===== src/rtl/adder_tree_pipe.sv =====
`default_nettype none
// ============================================================================
// Module   : adder_tree_pipe
// Brief    : Pipelined signed NUM_IN-operand adder tree with valid/ready
//            flow control and whole-pipeline stall.
//            Optional macro ADDER_TREE_PIPE_SAT_EN: saturate instead of wrap
//            when the full-precision sum does not fit OUT_W.
// Revision : 1.0 - initial release
// ============================================================================
module adder_tree_pipe #(
  parameter int NUM_IN = 4,
  parameter int IN_W   = 28,
  parameter int OUT_W  = IN_W + $clog2(NUM_IN)
) (
  input  logic                   clk,
  input  logic                   rst_n,
  input  logic [NUM_IN*IN_W-1:0] in_data,
  input  logic                   in_valid,
  output logic                   in_ready,
  output logic [OUT_W-1:0]       out_data,
  output logic                   out_ovf,
  output logic                   out_valid,
  input  logic                   out_ready,
  output logic                   ovf_sticky
);

  localparam int C_D  = $clog2(NUM_IN);
  localparam int C_SW = IN_W + C_D;

  // Operand count entering tree level lvl (level 0 sees the raw inputs).
  function automatic int f_cnt(input int lvl);
    int n;
    n = NUM_IN;
    for (int i = 0; i < lvl; i++) begin
      n = (n + 1) / 2;
    end
    return n;
  endfunction

  logic              w_adv;
  logic [C_SW-1:0]   w_s;
  logic              w_s_vld;
  logic [OUT_W-1:0]  w_res;
  logic              w_ovf;

  assign w_adv    = !out_valid || out_ready;
  assign in_ready = w_adv;

  for (genvar j = 0; j < C_D; j++) begin : g_lvl
    localparam int C_NI = f_cnt(j);
    localparam int C_NO = f_cnt(j + 1);
    localparam int C_WI = IN_W + j;
    localparam int C_WO = IN_W + j + 1;

    logic [C_NI*C_WI-1:0] w_src;
    logic                 w_src_vld;
    logic [C_NO*C_WO-1:0] w_nxt;
    logic [C_NO*C_WO-1:0] r_data;
    logic                 r_vld;

    if (j == 0) begin : g_head
      assign w_src     = in_data;
      assign w_src_vld = in_valid;
    end else begin : g_body
      assign w_src     = g_lvl[j-1].r_data;
      assign w_src_vld = g_lvl[j-1].r_vld;
    end

    for (genvar k = 0; k < C_NO; k++) begin : g_node
      logic [C_WI-1:0] w_a;
      assign w_a = w_src[2*k*C_WI +: C_WI];
      if (2*k + 1 < C_NI) begin : g_pair
        logic [C_WI-1:0] w_b;
        assign w_b = w_src[(2*k+1)*C_WI +: C_WI];
        assign w_nxt[k*C_WO +: C_WO] = {w_a[C_WI-1], w_a} + {w_b[C_WI-1], w_b};
      end else begin : g_pass
        // Unpaired highest operand rides along one level, sign-extended.
        assign w_nxt[k*C_WO +: C_WO] = {w_a[C_WI-1], w_a};
      end
    end

    always_ff @(posedge clk) begin
      if (!rst_n) begin
        r_vld <= 1'b0;
      end else if (w_adv) begin
        r_vld <= w_src_vld;
      end
    end

    always_ff @(posedge clk) begin
      if (w_adv) begin
        r_data <= w_nxt;
      end
    end
  end

  if (C_D == 0) begin : g_s_direct
    assign w_s     = in_data;
    assign w_s_vld = in_valid;
  end else begin : g_s_tree
    assign w_s     = g_lvl[C_D-1].r_data;
    assign w_s_vld = g_lvl[C_D-1].r_vld;
  end

  if (OUT_W > C_SW) begin : g_wide
    assign w_res = {{(OUT_W-C_SW){w_s[C_SW-1]}}, w_s};
    assign w_ovf = 1'b0;
  end else if (OUT_W == C_SW) begin : g_exact
    assign w_res = w_s;
    assign w_ovf = 1'b0;
  end else begin : g_narrow
    // The sum fits only if every bit from OUT_W-1 upward equals the sign.
    logic [C_SW-OUT_W:0] w_top;
    assign w_top = w_s[C_SW-1:OUT_W-1];
    assign w_ovf = !((&w_top) || !(|w_top));
`ifdef ADDER_TREE_PIPE_SAT_EN
    assign w_res = !w_ovf       ? w_s[OUT_W-1:0] :
                   w_s[C_SW-1]  ? {1'b1, {(OUT_W-1){1'b0}}} :
                                  {1'b0, {(OUT_W-1){1'b1}}};
`else
    assign w_res = w_s[OUT_W-1:0];
`endif
  end

  always_ff @(posedge clk) begin
    if (!rst_n) begin
      out_valid  <= 1'b0;
      out_data   <= '0;
      out_ovf    <= 1'b0;
      ovf_sticky <= 1'b0;
    end else begin
      if (out_valid && out_ready && out_ovf) begin
        ovf_sticky <= 1'b1;
      end
      if (w_adv) begin
        out_valid <= w_s_vld;
        out_data  <= w_res;
        out_ovf   <= w_s_vld && w_ovf;
      end
    end
  end

endmodule
`default_nettype wire


===== config.mk =====
export PLATFORM = sky130hd
export DESIGN_NAME = adder_tree_pipe
export DESIGN_NICKNAME = d
export VERILOG_FILES = /design/src/rtl/adder_tree_pipe.sv
export SDC_FILE = /design/constraint.sdc
export NUM_CORES = 1
export LEC_CHECK = 0
export CAP_MARGIN = 20
export CORE_MARGIN = 1
export CORE_UTILIZATION = 40
export CTS_BUF_LIST = sky130_fd_sc_hd__clkbuf_8
export CTS_CLUSTER_DIAMETER = 80
export CTS_CLUSTER_SIZE = 16
export DETAILED_ROUTE_END_ITERATION = 8
export PLACE_DENSITY = 0.66
export SLEW_MARGIN = 20
export SYNTH_ARGS = -nofsm -noshare
export SYNTH_HDL_FRONTEND = slang
export SYNTH_SLANG_ARGS = --single-unit

===== constraint.sdc =====
create_clock -name clk -period 7.3 [get_ports clk]
set_clock_uncertainty 0.15 [all_clocks]
set_input_delay 2.19 -clock clk [delete_from_list [all_inputs] [get_ports clk]]
set_output_delay 2.19 -clock clk [all_outputs]
set_load 0.02 [all_outputs]

# After elaboration in Yosys (flattened, before gate mapping)
# Index checks and enable logic that the tools add are counted.
# classes
n_addsub	3
n_reduce_logical	2
# ops
cell	count
$add 28x28->29	2
$add 29x29->30	1
$logic_not 1->1	1
$logic_or 1x1->1	1
# word_totals
register_bits	121
output_inout_bits	34
wordCells	11

# Longest topological paths before layout
# Gate-level depths: netlist (run 1).
# logic_depth
ltp_word	2
depth_mapped	10
depth_no_buf	10

# Worst setup path after synthesis (run 1)
# No wires, ideal clock.
# synth_path
path_kind	in2out
startpoint	input port out_ready
endpoint	output port in_ready
n_path_buf	2
cell_stages	4
t_arrival_ns	5.242
path_slack_ns	-0.282
cell_sequence	nor2b_1 -> clkbuf_1 -> inv_1 -> buf_1
# synth_via
elab_chain_len	1
# synth_rtl
item	line_no	text
from (decl)	23	input logic out_ready,
$logic_or 1x1->1	46	assign w_adv = !out_valid || out_ready;
to (decl)	19	output logic in_ready,
# Every way passes these cells.

# Worst setup path in the final report (run 1)
# Ends and elaborated chain as after synthesis.

==> results of run 1 <==
[area by class of cell]
class / instances / area (µm²)
Clock buffer: 18 / 248
Tap cell: 270 / 338
Fill cell: 1851 / 9750
Clock inverter: 14 / 226
Inverter: 36 / 138
Sequential cell: 121 / 3300
Multi-Input combinational cell: 690 / 4800
Timing Repair Buffer: 150 / 1490
[synth_stat cells, drive strengths merged, types with 3 or more instances]
cell / n / share of area, %
a311o: 3 / 0.36
nand2: 114 / 5.1
a31oi: 9 / 0.93
nor2: 41 / 1.8
a21boi: 37 / 3.3
o31ai: 3 / 0.33
edfxtp: 88 / 32
nand4: 12 / 0.90
fa: 3 / 0.72
nor2b: 6 / 0.45
a21o: 35 / 3.2
buf: 6 / 0.38
dfxtp: 33 / 7.9
mux2i: 3 / 0.36
xor2: 26 / 2.7
nor3: 9 / 0.54
xnor2: 45 / 4.7
and3: 10 / 0.75
o41ai: 3 / 0.41
or3: 5 / 0.44
a211oi: 12 / 1.1
o21ai: 40 / 2.4
o21a: 11 / 0.99
inv: 36 / 1.6
and2: 11 / 0.83
a311oi: 4 / 0.42
nand3: 18 / 1.1
clkbuf: 16 / 0.72
ha: 85 / 13
o21bai: 15 / 1.4
a21oi: 90 / 5.6
o22ai: 5 / 0.38
o211ai: 4 / 0.36
[critical path: stages]
cell             delay (ns)
clkdlybuf4s50_1        0.41
nor2b_2                0.10
buf_4                  0.35
inv_4                  0.04
clkdlybuf4s50_1        0.54
[layout by cell type, fill, tap and decap left out, drive strengths merged, types with 3 or more instances in the layout]
master / n
dfxtp: 33
a311o: 3
clkdlybuf4s50: 147
xnor2: 45
xor2: 26
o21bai: 15
nand4: 12
a31oi: 9
nor2: 41
mux2i: 3
o31ai: 3
and2: 11
fa: 3
o41ai: 3
a21oi: 90
inv: 36
nor2b: 6
or3: 5
bufinv: 6
ha: 85
o21ai: 40
buf: 3
nand2: 114
edfxtp: 88
a211oi: 12
nor3: 9
and3: 10
a21boi: 37
clkinv: 7
clkbuf: 18
o21a: 11
a311oi: 4
o211ai: 4
a21o: 35
o22ai: 5
nand3: 18
[layer usage]
metal | routed length (µm) | share of wire, % | vias up
met2 | 8270 | 45 | 178
met3 | 906 | 4.9 | 29
met4 | 319 | 1.7 | 0
li1 | - | - | 3521
met5 | 0 | 0 | -
met1 | 8860 | 48 | 3085
[registers in the layout, indices dropped and copies added, names as in the netlist]
| signal | cells |
|---|---|
| out_data | 30 |
| out_valid | 1 |
| g_lvl.r_data | 88 |
| g_lvl.r_vld | 2 |
[cells by family (layout without fill, tap and decap cells)]
| logic type | Yosys count | after routing | synth area share, % |
|---|---|---|---|
| buffers and inverters | 58 | 218 | 2.72 |
| flip-flops | 121 | 121 | 39.7 |
| AO/OA/AOI/OAI | 291 | 291 | 23.4 |
| other | 1 | 2 | 0.0451 |
| XOR/XNOR | 71 | 71 | 7.47 |
| AND/OR/NAND/NOR | 235 | 235 | 12.8 |
| adder cells (fa/ha/maj) | 88 | 88 | 13.5 |
| multiplexers | 3 | 3 | 0.361 |
[stage by stage]
step | std cells | util (%)
3_5_place_dp | 1267 | 49.6
4_1_cts | 1299 | 51.9
5_1_grt | 1299 | 51.9
2_1_floorplan | 869 | -
3_3_place_gp | 1267 | 49.6
6_report | 1299 | 51.9
[worst max path at each step]
| stage | slack [ns] | start | endpoint |
|---|---|---|---|
| floorplan | 0.04 | out_ready | in_ready |
| global placement | 1.30 | out_ready | in_ready |
| detailed placement | 1.31 | out_ready | in_ready |
| CTS | 1.31 | out_ready | in_ready |
| global route | 1.24 | out_ready | in_ready |
| finish | 1.33 | out_ready | in_ready |
[where the power goes]
part           switching [mW]  internal, mW
Clock                   0.256         0.446
Combinational           0.657         0.550
Sequential             0.0758          1.01
==> results.ini, run 1 <==
[critical_path]
reg2regPathDepth=8
r2r-end=g_lvl[1].r_data[27]
r2r_start=g_lvl[0].r_data[1]
path_class=in2out
crit_fanout=34
cp-start-kind=input pin
r2r_slack_ns=4.42
cp.required_ns=4.96
worstSetupEndpointType=output port
cp.arrival_ns=3.63

[min_path]
holdPathStages=2
hp-start=out_data[10]
min_path_type=reg2reg
holdPathEnd=out_data[10]

[finish]
finalInstanceArea_um2=10500
antenna_cells=0
final_net_count=1220
drive_gt1_share_pct=4.08
area_delta_synth_final_pct=26.7

[place]
placed_area_um2=10100
pre_cts_slack_ns=1.31
place_hpwl_mm=14.5
gp_congestion=0.871
port_buffers=147

[logic_synthesis]
netlist-cell-type-count=69
synthFlopType=edfxtp_1
synth_warnings=0
ys_seq_area_share_pct=39.7
async_flop_share_pct=0
ys_ff_latch=121
netlist_area_um2=8320
synth.avg_cell_area_um2=9.59
synth_cells=868
synth-edff-count=88

[floorplanning]
coreArea_um2=20300
dieArea_um2=21400
fp.dieW_um=146
rows=52
ios=150
start_util_pct=41.0
die_h_um=146

[clocking]
root_buffer=clkbuf_8
cts_tree=built
post_cts_resized=0
cts_buffers=17
cts_setup_buffers=0
cts_max_level=4
hold_buffers=0
clk_path_buf_depth=2
path_clk_slew_ns=0.07
insertion_delay_ns=0.44
cts.sink_count=121

[global_routing]
grt_antenna_before_repair=0
grt-ovfl-total=0
grt_usage_pct=17.6
grt_use_met2_pct=28.3
grt_util_met1_pct=23.5
top_usage_layer=met2
grt_pass1_wl_mm=30.3
grt.met3_usage_pct=3.16
grt_start_max_net_pins=75
grt_pass1_vias=6420

[timing]
setup_violations=0
timing.final.crit_share_pct=81.8
tightest_slew_ns=0.967
relSlewSlack_pct=35.3
rsz0062_at_grt=no
slew_violations=0
fin_ws_ns=1.33
min_period_ns=5.97
hold-worst-slack_ns=0.314
fmax_mhz=167
fin_tns_setup_ns=0
hold_viol=0

[run]
cap_violations=0

[outcome]
outcome=complete, no violations

[drt]
postRouteWirelength_mm=18.4
via_per_inst=5.24
drt_iter0_drc=380
antenna_left=0
drc=0
first_pass_iters=6
num_vias=6813
wl_per_cell_um=14.1

[pwr]
vdd_drop_max_mv=0.112
p_leak_nw=4.37
p_per_area_nw_per_um2=284
p_total_mw=2.99

Note: power is estimated with default switching activity, not from simulation.
==> run 2, diff against run 1 <==
PLACE_DENSITY = unset   (was 0.66)
clock period = 5.85 ns   (was 7.3 ns; I/O delays follow)
==> results.ini, run 2 (same netlist as run 1, synthesis figures left out) <==
[outcome]
outcome=complete, no violations

[clocking]
insertion_delay_ns=0.42  ; -0.02 ns
post_cts_resized=0  ; unchanged
cts_buffers=17  ; unchanged
cts_setup_buffers=0  ; unchanged
clk_path_buf_depth=2  ; unchanged
cts_max_level=4  ; unchanged
cts_tree=built
path_clk_slew_ns=0.07  ; about the same
hold_buffers=0  ; unchanged
cts.sink_count=121  ; unchanged
root_buffer=clkbuf_8

[floorplanning]
coreArea_um2=20300  ; unchanged
start_util_pct=41.0  ; unchanged
ios=150  ; unchanged
dieArea_um2=21400  ; unchanged
fp.dieW_um=146  ; unchanged
die_h_um=146  ; unchanged
rows=52  ; unchanged

[critical_path]
cp-start-kind=input pin
crit_buf_inv=3  ; -1
crit_fanout=2  ; -94%
critPathSlowestCell=clkdlybuf4s50_1
cp.arrival_ns=2.94  ; -0.69 ns
crit_path_frequent_cell=clkdlybuf4s50_1
worstSetupEndpointType=output port
r2r_slack_ns=3.04  ; -1.38 ns
max_stage_delay_ns=0.53  ; about the same
path_class=in2out
cp_top_family=buffers and inverters
crit_chain=clkdlybuf4s50_1, nor2b_2, inv_4, clkdlybuf4s50_1
cp.required_ns=3.94  ; -1.02 ns

[finish]
final_cell_mix=clkdlybuf4s50_1, nand2_1, a21oi_1, edfxtp_1, ha_1
largest_register_ffs=88  ; unchanged
area_delta_synth_final_pct=25.7
final_common_cell=clkdlybuf4s50_1
final_net_count=1220  ; unchanged
antenna_cells=0  ; unchanged
fin_util_pct=51.5  ; -0.43 points
drive_gt1_share_pct=3.89  ; -0.19 points
regMostFlops=g_lvl.r_data
largestRegisters=g_lvl.r_data (88), out_data (30), g_lvl.r_vld (2)

[drt]
num_vias=6640  ; -2.5%
postRouteWirelength_mm=18.3  ; -0.46%
drt_iter0_drc=308  ; -19%
drc=0  ; unchanged
via_per_inst=5.11  ; -2.5%
first_pass_iters=4  ; -2
antenna_left=0  ; unchanged
wl_per_cell_um=14.1  ; -0.46%

[timing]
fin_ws_ns=1.01  ; -0.317 ns
fmax_mhz=207
setup_violations=0  ; unchanged
slew_violations=0  ; unchanged
min_period_ns=4.84
rsz0062_at_grt=no
relSlewSlack_pct=34.7  ; -0.65 points
fin_tns_setup_ns=0  ; unchanged
hold-worst-slack_ns=0.313  ; -0.00102 ns
hold_viol=0  ; unchanged
timing.final.crit_share_pct=82.8
tightest_slew_ns=0.977  ; +0.00979 ns

[global_routing]
grt_util_met1_pct=25.7  ; +2.2 points
grt_usage_pct=17.8  ; +0.24 points
top_usage_layer=met2
grt_pass1_wl_mm=30.7  ; +1.4%
grt_pass1_vias=6378  ; -0.65%
grt.met3_usage_pct=3.31  ; +0.16 points
grt_start_max_net_pins=79  ; +5.3%
grt-ovfl-total=0  ; unchanged
grt_use_met2_pct=26.8  ; -1.5 points
grt_antenna_before_repair=0  ; unchanged

[place]
gp_congestion=0.830  ; -4.7%
port_buffers=147  ; unchanged
pre_cts_slack_ns=0.888  ; -0.424 ns
place_hpwl_mm=14.6  ; +0.68%

[run]
cap_violations=0  ; unchanged

[pwr]
vdd_drop_max_mv=0.113  ; +1.5%
p_per_area_nw_per_um2=342  ; +20%
p_leak_nw=4.35  ; -0.29%

[min_path]
min_path_type=reg2reg

## run 2: cell types whose count changed in the layout (fill, tap and decap cells not counted), sizes merged
| cell | delta |
|---|---|
| clkinv | -2 |
| bufinv | -3 |
| clkinvlp | -1 |
| inv | +6 |
## run 2: report_power, final
group / leakage (nW) / total (mW) / switching, mW / internal, mW
logic: 2.93 / 1.50 / 0.812 / 0.687
registers: 1.20 / 1.35 / 0.0896 / 1.26
clock network: 0.222 / 0.728 / 0.307 / 0.421
total: 4.35 / 3.57 / 1.21 / 2.36
## run 2: routing by layer
layer  share of wire, %  vias to the layer above
li1                   -                     3510
met3                4.1                       18
met1                 52                     2954
met4                1.3                        0
met5                  0                        -
met2                 43                      158
## run 2: final timing paths
check                   endpoint           startpoint  cells after the start
max reg2reg  g_lvl[1].r_data[27]  g_lvl[0].r_data[10]                      8
min reg2reg         out_data[16]         out_data[16]                      2
max                     in_ready            out_ready                      4
min                 out_data[16]         out_data[16]                      2
## run 2: final cells by class
type / count / area (µm²)
Fill cell: 1923 / 9840
Tap cell: 270 / 338
Clock inverter: 14 / 140
Clock buffer: 18 / 248
Multi-Input combinational cell: 690 / 4800
Inverter: 36 / 138
Sequential cell: 121 / 3300
Timing Repair Buffer: 150 / 1490
## run 2: worst reg2reg max path, cell delays in order (launching register included)
cell,delay [ns]
edfxtp_1,0.40
ha_1,0.41
a21oi_2,0.17
o21bai_1,0.11
a21bo_1,0.20
a311o_1,0.35
o32a_1,0.39
a41o_1,0.26
a21o_1,0.14
## run 2: through the flow
stage | std cells | instance area (µm²) | power, mW
global placement | 1267 | 10100 | 2.85
finish | 1299 | 10500 | 3.57
floorplan | 869 | 8330 | 2.41
CTS | 1299 | 10500 | 3.61
global route | 1299 | 10500 | 3.85
detailed placement | 1267 | 10100 | 2.86
==> edit, RTL diff (flow settings as in run 2) <==
`IN_W`: 28 -> 20.
--- a/src/rtl/adder_tree_pipe.sv
+++ b/src/rtl/adder_tree_pipe.sv
@@ -10,5 +10,5 @@
 module adder_tree_pipe #(
   parameter int NUM_IN = 4,
-  parameter int IN_W   = 28,
+  parameter int IN_W   = 20,
   parameter int OUT_W  = IN_W + $clog2(NUM_IN)
 ) (
Ports: changed (resized in_data and out_data); port bits go from 150 to 110. The function was not compared with the original's and may differ.
==> edit against run 2 <==
The flow now finishes with violations (design-rule violations). Sequential cell count fell by 32. Final cell count down 29%. Area after synthesis decreased by 27%. Total power is 30% lower. Critical path depth is the same. Die area fell by 27%. Setup slack better by 0.0040 ns. Cell area shrank 28%. Combinational power is 29% lower. Non-clock buffer count shrank 41. Routed wire length down 24%. Via count is 23% lower. Critical path type unchanged. Largest cell class unchanged. Highest routed layer unchanged.
==> edit: results <==
[outcome]
status = complete, but fails checks
violations = design-rule violations

[synthesis]
yosys.cell_types.count = 56
synth-edff-count = 64
netlist_top_cells_count = nand2_1 (82), edfxtp_1 (64), ha_1 (61), a21oi_1 (59), o21ai_0 (34)
yosysSeqAreaShare = 0.399
synth-adder-area-share = 0.136
yosysWarnings = 0
synth_compound_area_frac = 0.223
synth_xor_area_frac = 0.0606
ys_top_cells_by_area = edfxtp_1 (32%), ha_1 (13%), dfxtp_1 (8.2%)
synth_mux_area_frac = 0
async_reset_ff_frac = 0
synth_ff_type = edfxtp_1

[drt]
drcViolationCount = 14
drt_first_pass_iters = 9
drtIter0Drc = 280
vias = 5133
wl_per_cell_um = 15.0

[grt]
grt_pass1_wl_um = 22400
antenna_found_initial = 0
grt_pass1_vias = 4885
grt_usage = 0.175
grt_max_degree = 89

[placement]
hpwl_um = 11000
place_congestion = 0.893
io_buffers = 107
place_area_sq_mm = 0.00729

[clocking]
ctsHoldBuffers = 0
postCtsSetupBuffers = 0
numCtsBuffers = 9
clk_latency_ns = 0.36
clockBufferDepth = 2
cts_resized = 0
htree_num_levels = 3
clkTransAtPathRegs_ns = 0.10
ctsRootBufferMaster = clkbuf_8

[worst_hold_path]
holdCritPathClass = reg -> reg

[finish]
reg_top3 = g_lvl.r_data (64), out_data (22), g_lvl.r_vld (2)
finalNetCount = 886
num_antenna_cells = 0
drive_above_1_share = 0.0310

[power_and_ir_drop]
p_leak_uw = 0.00298
power_switching_share = 0.359
peakVddDrop_mv = 0.134

[die]
coreArea_sq_mm = 0.0147

[critical_path]
crit_arrival_ns = 2.93
critPathMaxFanout = 2

[timing]
worst_pin_slew_ns = 1.00
-- edit: stage by stage --
step	utilization	total power (uW)	instances	hold WS [ns]	setup slack, ns
final	0.510	2480	927	0.316	1.01
after global placement	0.496	2030	911	0.301	1.01
after global routing	0.510	2660	927	0.333	0.968
after floorplan	-	1710	643	0.291	0.861
after detailed placement	0.496	2050	911	0.303	1.01
after CTS	0.510	2500	927	0.323	1.00
-- edit: cell type report --
cell class,instances,area [sq um]
multi-input combinational,512,3480
tap,184,230
inverter,17,63.8
clock buffer,9,124
fill,1357,7200
clock inverter,7,85.1
sequential,89,2420
timing repair buffer,109,1090
-- edit: path summary, 6_finish.rpt --
kind / start / to / slack [ns] / cells after the start
setup / recovery: out_ready / in_ready / 1.01 / 4
hold / removal: g_lvl[1].r_vld / out_valid / 0.32 / 1
setup reg to reg: g_lvl[0].r_data[0] / g_lvl[1].r_data[20] / 2.85 / 9
hold reg to reg: g_lvl[1].r_vld / out_valid / 0.32 / 1
-- edit: logic make-up (layout without fill, tap and decap cells) --
| family | count (synthesis) | count (layout) |
|---|---|---|
| compound gates | 207 | 207 |
| xor+xnor | 42 | 42 |
| fa+ha+maj | 64 | 64 |
| buf+inv | 42 | 142 |
| flops | 89 | 89 |
| other cells | 1 | 2 |
| simple gates | 197 | 197 |
-- edit: power groups by stage --
stage | combinational, uW | clock [uW] | sequential [uW]
floorplan | 688 | 0 | 1020
global placement | 1030 | 0 | 993
detailed placement | 1050 | 0 | 998
CTS | 1060 | 460 | 984
global route | 1180 | 483 | 997
finish | 1060 | 444 | 981
-- edit: metal layers --
metal,vias up,share of wire,global-route usage
met5,-,0,0
li1,2591,-,-
met1,2376,0.47,0.219
met4,0,0.015,0.0516
met2,145,0.48,0.313
met3,21,0.034,0.0257
-- edit: critical path: stages --
cell and delay, ns:
clkdlybuf4s50_1 0.40, nor2b_1 0.19, inv_2 0.05, clkdlybuf4s50_1 0.53
